===== src/rtl/reg_file_fwd.sv =====
// reg_file_fwd: ID-stage register file with EX/MEM/WB bypass and load-use stall.
// Register 0 reads as zero and is never written. Reads are combinational.
// Optional macro REG_FILE_DEBUG_PORT_EN adds a registered, non-forwarding
// debug read port (dbg_addr -> dbg_data, 1-cycle latency).
module reg_file_fwd #(
  parameter int unsigned DATA_WIDTH = 32,
  parameter int unsigned ADDR_WIDTH = 5
) (
  input  logic                  clk,
  input  logic                  rst_n,
  input  logic                  reg_read_en_1,
  input  logic [ADDR_WIDTH-1:0] reg_addr_1,
  input  logic                  reg_read_en_2,
  input  logic [ADDR_WIDTH-1:0] reg_addr_2,
  input  logic                  ex_write_en,
  input  logic [ADDR_WIDTH-1:0] ex_write_addr,
  input  logic [DATA_WIDTH-1:0] ex_write_data,
  input  logic                  ex_is_load,
  input  logic                  mem_write_en,
  input  logic [ADDR_WIDTH-1:0] mem_write_addr,
  input  logic [DATA_WIDTH-1:0] mem_write_data,
  input  logic                  wb_write_en,
  input  logic [ADDR_WIDTH-1:0] wb_write_addr,
  input  logic [DATA_WIDTH-1:0] wb_write_data,
  output logic [DATA_WIDTH-1:0] read_data_1,
  output logic [DATA_WIDTH-1:0] read_data_2,
  output logic                  stall_req
`ifdef REG_FILE_DEBUG_PORT_EN
  ,
  input  logic [ADDR_WIDTH-1:0] dbg_addr,
  output logic [DATA_WIDTH-1:0] dbg_data
`endif
);

  localparam int unsigned NREGS = 2 ** ADDR_WIDTH;

  logic [DATA_WIDTH-1:0] regs [NREGS];
  logic [DATA_WIDTH-1:0] arr_1, arr_2;
  logic [DATA_WIDTH-1:0] fwd_1, fwd_2;
  logic                  load_hit_1, load_hit_2;

  // Resolve one read port: EX > MEM > WB > array. A matching EX load blocks
  // lower-priority bypass; the returned value is a don't-care while stalled.
  function automatic logic [DATA_WIDTH-1:0] resolve(
    input logic                  en,
    input logic [ADDR_WIDTH-1:0] addr,
    input logic [DATA_WIDTH-1:0] arr
  );
    logic [DATA_WIDTH-1:0] d;
    d = '0;
    if (en && (addr != '0)) begin
      if (ex_write_en && (ex_write_addr == addr))
        d = ex_is_load ? arr : ex_write_data;
      else if (mem_write_en && (mem_write_addr == addr))
        d = mem_write_data;
      else if (wb_write_en && (wb_write_addr == addr))
        d = wb_write_data;
      else
        d = arr;
    end
    return d;
  endfunction

  // Register array; WB commits, $0 is never written, reset clears everything.
  always_ff @(posedge clk or negedge rst_n) begin
    if (!rst_n) begin
      for (int unsigned i = 0; i < NREGS; i++) regs[i] <= '0;
    end else if (wb_write_en && (wb_write_addr != '0)) begin
      regs[wb_write_addr] <= wb_write_data;
    end
  end

  // Array look-up and bypass selection for both ports.
  always_comb begin
    arr_1 = regs[reg_addr_1];
    arr_2 = regs[reg_addr_2];
    fwd_1 = resolve(reg_read_en_1, reg_addr_1, arr_1);
    fwd_2 = resolve(reg_read_en_2, reg_addr_2, arr_2);
  end

  // Load-use detection against the EX destination (never $0).
  always_comb begin
    load_hit_1 = reg_read_en_1 && (reg_addr_1 == ex_write_addr);
    load_hit_2 = reg_read_en_2 && (reg_addr_2 == ex_write_addr);
  end

  // Outputs are forced quiet while reset is asserted.
  always_comb begin
    read_data_1 = '0;
    read_data_2 = '0;
    stall_req   = 1'b0;
    if (rst_n) begin
      read_data_1 = fwd_1;
      read_data_2 = fwd_2;
      stall_req   = ex_write_en && ex_is_load && (ex_write_addr != '0) &&
                    (load_hit_1 || load_hit_2);
    end
  end

`ifdef REG_FILE_DEBUG_PORT_EN
  // Debug read of raw array content, one cycle latency, no forwarding.
  always_ff @(posedge clk or negedge rst_n) begin
    if (!rst_n)                dbg_data <= '0;
    else if (dbg_addr == '0)   dbg_data <= '0;
    else                       dbg_data <= regs[dbg_addr];
  end
`endif

endmodule


===== config.mk =====
export PLATFORM = sky130hd
export DESIGN_NAME = reg_file_fwd
export DESIGN_NICKNAME = d
export VERILOG_FILES = /design/src/rtl/reg_file_fwd.sv
export SDC_FILE = /design/constraint.sdc
export NUM_CORES = 2
export LEC_CHECK = 0
export CAP_MARGIN = 20
export CORE_ASPECT_RATIO = 0.8
export CORE_MARGIN = 8
export CORE_UTILIZATION = 42
export CTS_BUF_LIST = sky130_fd_sc_hd__clkbuf_8 sky130_fd_sc_hd__clkbuf_16
export CTS_CLUSTER_DIAMETER = 200
export DETAILED_ROUTE_END_ITERATION = 7
export GPL_ROUTABILITY_DRIVEN = 0
export SYNTH_ARGS = -nofsm -noshare
export SYNTH_HDL_FRONTEND = slang
export SYNTH_SLANG_ARGS = --single-unit
export TNS_END_PERCENT = 20

===== constraint.sdc =====
create_clock -name clk -period 5.4 [get_ports clk]
set_input_delay 1.08 -clock clk [delete_from_list [all_inputs] [get_ports clk]]
set_output_delay 1.08 -clock clk [all_outputs]
set_load 0.01 [all_outputs]

## Word level (Yosys, flattened, before mapping)

Index checks and enable logic that the tools add are counted.

| cells by class | value |
|---|---|
| bitwise operators | 3 |
| equality and inequality tests | 8 |
| order comparisons | 4 |
| multiplexer cells | 22 |
| reductions and logical operators | 20 |

Operators with widths:

| kind | number |
|---|---|
| $bwmux 1024 | 1 |
| $mux 32 | 17 |
| $bmux 32 s5 | 2 |
| $demux 32 s5 | 1 |
| $eq 5x5->1 | 8 |
| $reduce_bool 5->1 | 4 |
| $ge 6x6->1 const B | 3 |
| $not 5->6 | 3 |
| $logic_and 1x1->1 | 15 |
| $lt 6x1->1 const B | 1 |
| $logic_or 1x1->1 | 1 |
| $mux 1 | 1 |

| word-level totals | value |
|---|---|
| output and inout port bits | 65 |
| input port bits | 129 |
| logic and storage cells | 89 |
| bits in registers | 1024 |

## Depth between registers and ports, before layout

| depth | value |
|---|---|
| depth in word-level cells | 9 |
| depth in mapped cells | 10 |
| depth with buffers taken out | 5 |

## Worst setup path before layout

No wires, ideal clock.

| timing path | value |
|---|---|
| kind | input to output |
| start point | input reg_addr_1[3] |
| end point | output read_data_1[12] |
| cell stages on the path | 9 |
| setup slack | 1.534 ns |
| arrival time | 2.786 ns |
| buffers on the path | 4 |
| data required time | 4.320 ns |
| path through | buf_2 -> xor2_1 -> nor3_4 -> and3_1 -> buf_2 -> buf_2 -> buf_2 -> nor3_1 -> a211oi_1 |

| between the ends | value |
|---|---|
| longest elaborated chain between the ends | 9 |
| elaborated cells between the ends (all ways) | 18 |
| classes of those cells | 3 x eq/ne; 9 x mux; 1 x bitwise; 5 x reduce/logical |

RTL lines:

| element | RTL line | RTL |
|---|---|---|
| start, declared | 12 | `input logic [ADDR_WIDTH-1:0] reg_addr_1,` |
| $not 5->6 (implied by the code) | 75 | `arr_1 = regs[reg_addr_1];` |
| $bmux 32 s5 | 75 |  |
| $mux 32 (implied by the code) (2 in a row) | 75 |  |
| $mux 32 | 56 | `else if (wb_write_en && (wb_write_addr == addr))` |
| $mux 32 | 54 | `else if (mem_write_en && (mem_write_addr == addr))` |
| $mux 32 | 52 | `if (ex_write_en && (ex_write_addr == addr))` |
| $mux 32 * | 51 | `if (en && (addr != '0)) begin` |
| $mux 32 * | 92 | `if (rst_n) begin` |
| end, declared | 25 | `output logic [DATA_WIDTH-1:0] read_data_1,` |

Every way passes the cells marked *; elsewhere a longest branch is shown, timed or not. The select of a mux whose other input is x is not followed.

## Final worst setup path

| timing path | value |
|---|---|
| start point | input reg_addr_1[3] |
| end point | output read_data_1[17] |

The elaborated chain is that of the path after synthesis.

==> reports/metrics.yaml <==
routed_wirelength_mm: 203
tightestPinTransition_ns: 1.06
final.period_utilization_pct: 99.4
largest_stage_delay_on_the_critical_path_ns: 0.58
start_util_pct: 42.3
critical_path_peak_fanout: 12
setup.worst_path.end_class: "primary output"
syn_area_per_cell_um2: 14.2
grt_start_max_net_pins: 155
cts_buffers: 106
seq_total_area_yosys_pct: 44.5
first_iter_violations: 4649
reg2reg_to: "regs[426]"
standby_leakage_power_nw: 27.6
hold_path_class: "input port to async pin"
vias: 40446
cts.sinks: 1024
areaGrowthSynthToFinish_pct: 14.5
synth.cell_area_um2: 57600
worst_hold_slack_ns: 0.239
grt_pass1_wl_mm: 295
dp_hpwl_mm: 128
final_critical_path_setup_slack_ns: 0.0335
insertion_delay_ns: 0.71
biggestRegsByFlops: "regs (1024)"
clock-skew-final_ns: 0
portBuffers: 193
synth.top_cell.area_share_pct: 44.5
cp_data_arrival_time_ns: 4.29
outcome: "complete, no violations"
report.final.hold_viol_count: 0
crit_path_start: "reg_addr_1[3]"
synth_top_cell_by_area: "sky130_fd_sc_hd__dfrtp_1"
postSynthRegisterBits: 1024
vias_in_the_first_global_route: 40548
vdd_drop_max_mv: 0.236
largest-register: "regs"
period_needed_ns: 5.37
die-area_um2: 149000
final_total_negative_setup_slack_ns: 0
final_antenna_net_count: 0
timing.critical_path.slowest_stage_cell: "sky130_fd_sc_hd__clkdlybuf4s50_1"
maximum_capacitance_violations: 0
worstReg2RegStart: "regs[426]"
post-synth-top-count-cell: "sky130_fd_sc_hd__dfrtp_1"
floorplan.core_area_um2: 136000
placed_cells_incl_taps: 5762
finish.instance_area_um2: 65900
synth_commonest_cells: "sky130_fd_sc_hd__dfrtp_1, sky130_fd_sc_hd__mux2_2, sky130_fd_sc_hd__mux4_2, sky130_fd_sc_hd__clkbuf_1, sky130_fd_sc_hd__o22ai_1"
reg2reg_setup_slack_ns: 4.59
globalRouteOverflowTotal: 0
finalSetupViolations: 0
detail_route.wl_per_cell_um: 34.2
fmax_mhz: 186
ctsLongestPathBuffers: 3
yosys.cell_types.count: 51
worst-setup-path-type: "input port to primary output"
clk_root_buffer_cell: "sky130_fd_sc_hd__clkbuf_16"
syn-num-nets: 4174
detailedRoute.firstPassIterationCount: 5
post_cts_buffers: 0
dp_slack_ns: 0.0449
slew-limit-headroom_pct: 29.0
groute.usage.overall_pct: 26.6
timing.reg2reg.worst_path_depth: 1
drc: 0
std_cell_rows: 121
crit_path_cell_trace: "clkdlybuf4s50_1 > nor2b_1 > nand2b_2 > buf_4 > buf_4 > o22ai_1 > or4_1 > a211oi_2 > clkdlybuf4s50_1"
postSynth.asyncResetShare_pct: 100
fillerInstances: 11627
drive_gt1_share_pct: 47.8
average_vias_per_placed_instance: 6.79
worst_path_required_ns: 4.32
clkSlewWorstSetupHoldPaths_ns: 0.06
setup.worst_path.start_class: "input port"
largest_register_ff_count: 1024
yosys-top-cells-area: "sky130_fd_sc_hd__dfrtp_1, sky130_fd_sc_hd__mux2_2, sky130_fd_sc_hd__mux4_2"
slew_violations: 0
synth-edff-count: 0
cellPowerDensity_nw_per_um2: 343
ctsHtreeMaxLevel: 3
final_cell_count_no_fill: 5956
pin_count: 194
synth_cells: 4045
number_of_antenna_violations_at_the_first_check_in_global_routing: 5
yosys_warnings: 0
ys.flop_type: "sky130_fd_sc_hd__dfrtp_1"
tritoncts: "done"
area_of_placed_instances_um2: 62300
die_w_um: 430
dieHeight_um: 347
setup_repair_after_global_routing_missed_its_margin: "false"
finish.net_count: 4216
critical_path_destination: "read_data_1[17]"
[worst max-delay path: cells and delay by family]
kind            cells  cell delay [ns]
simple gates        3             1.04
buf+inv             4             1.74
compound gates      2             0.40
[metal layers]
metal | vias up | wire length [um] | global-route usage, %
met3 | 481 | 17700 | 6.06
met2 | 2141 | 92200 | 40.5
met4 | 2 | 9680 | 10.7
met5 | - | 13 | 0
met1 | 21713 | 83800 | 37.1
li1 | 16109 | - | -
[cell families (layout without fill, tap and decap cells)]
group,after synthesis,count (layout),synth area share (%)
buf+inv,573,700,5.02
other cells,0,1,0
mux,1520,1520,39.4
simple gates,315,315,3.04
xor+xnor,30,30,0.456
flops,1024,1024,44.5
compound gates,583,583,7.53
[report_power, final]
part | internal, W | total, W | switching, W | leakage [nW]
Combinational | 0.00287 | 0.00493 | 0.00206 | 12.6
Sequential | 0.00913 | 0.0102 | 0.00104 | 13.1
Clock | 0.00434 | 0.00751 | 0.00317 | 1.86
[area by class of cell]
type / instances / area, um2 / area share [%]
Multi-Input combinational cell: 2448 / 29400 / 44.6
Sequential cell: 1024 / 25600 / 38.9
Timing Repair Buffer: 442 / 4860 / 7.37
Clock buffer: 137 / 3100 / 4.71
Tap cell: 1783 / 2230 / 3.38
Clock inverter: 56 / 444 / 0.674
Inverter: 65 / 245 / 0.372
Antenna cell: 1 / 2.50 / 0.00380
[metrics by stage]
step           utilization, %  power (W)
3_5_place_dp             45.8     0.0152
2_1_floorplan               -     0.0134
5_1_grt                  48.4     0.0235
6_report                 48.4     0.0226
4_1_cts                  48.4     0.0227
3_3_place_gp             45.8     0.0150
[repair_timing]
item	CTS	global route
endpoints found under the setup margin	0	3
resized for setup	0	2
hold buffers	0	0
[worst min-delay path by stage]
stage	slack, ns	start	endpoint
6_report	0.24	rst_n	regs[854]
3_5_place_dp	0.38	regs[1011]	regs[1011]
5_1_grt	0.24	rst_n	regs[854]
2_1_floorplan	0.44	regs[1000]	regs[1000]
4_1_cts	0.21	rst_n	regs[854]
3_3_place_gp	0.38	regs[996]	regs[996]
[layout by cell type (no fill, tap or decap), types with 9 or more instances in the layout]
master,n
sky130_fd_sc_hd__nand2_4,9
sky130_fd_sc_hd__xor2_1,18
sky130_fd_sc_hd__xnor2_1,12
sky130_fd_sc_hd__nand2_1,11
sky130_fd_sc_hd__o32ai_1,64
sky130_fd_sc_hd__a211oi_1,37
sky130_fd_sc_hd__a41oi_1,64
sky130_fd_sc_hd__nor2_4,19
sky130_fd_sc_hd__nand2_2,16
sky130_fd_sc_hd__o22ai_1,248
sky130_fd_sc_hd__buf_12,83
sky130_fd_sc_hd__mux2i_1,32
sky130_fd_sc_hd__buf_4,166
sky130_fd_sc_hd__clkdlybuf4s50_1,185
sky130_fd_sc_hd__or4_1,63
sky130_fd_sc_hd__a211oi_2,27
sky130_fd_sc_hd__dfrtp_1,1024
sky130_fd_sc_hd__nand3_1,12
sky130_fd_sc_hd__a21boi_0,32
sky130_fd_sc_hd__mux4_1,12
sky130_fd_sc_hd__clkinv_2,18
sky130_fd_sc_hd__mux4_2,484
sky130_fd_sc_hd__clkbuf_8,29
sky130_fd_sc_hd__clkbuf_16,108
sky130_fd_sc_hd__nor3_1,129
sky130_fd_sc_hd__mux2_2,992
sky130_fd_sc_hd__o21ai_0,32
sky130_fd_sc_hd__o41ai_1,32
sky130_fd_sc_hd__inv_1,91
sky130_fd_sc_hd__o31ai_1,32
(Power assumes the default switching activity.)
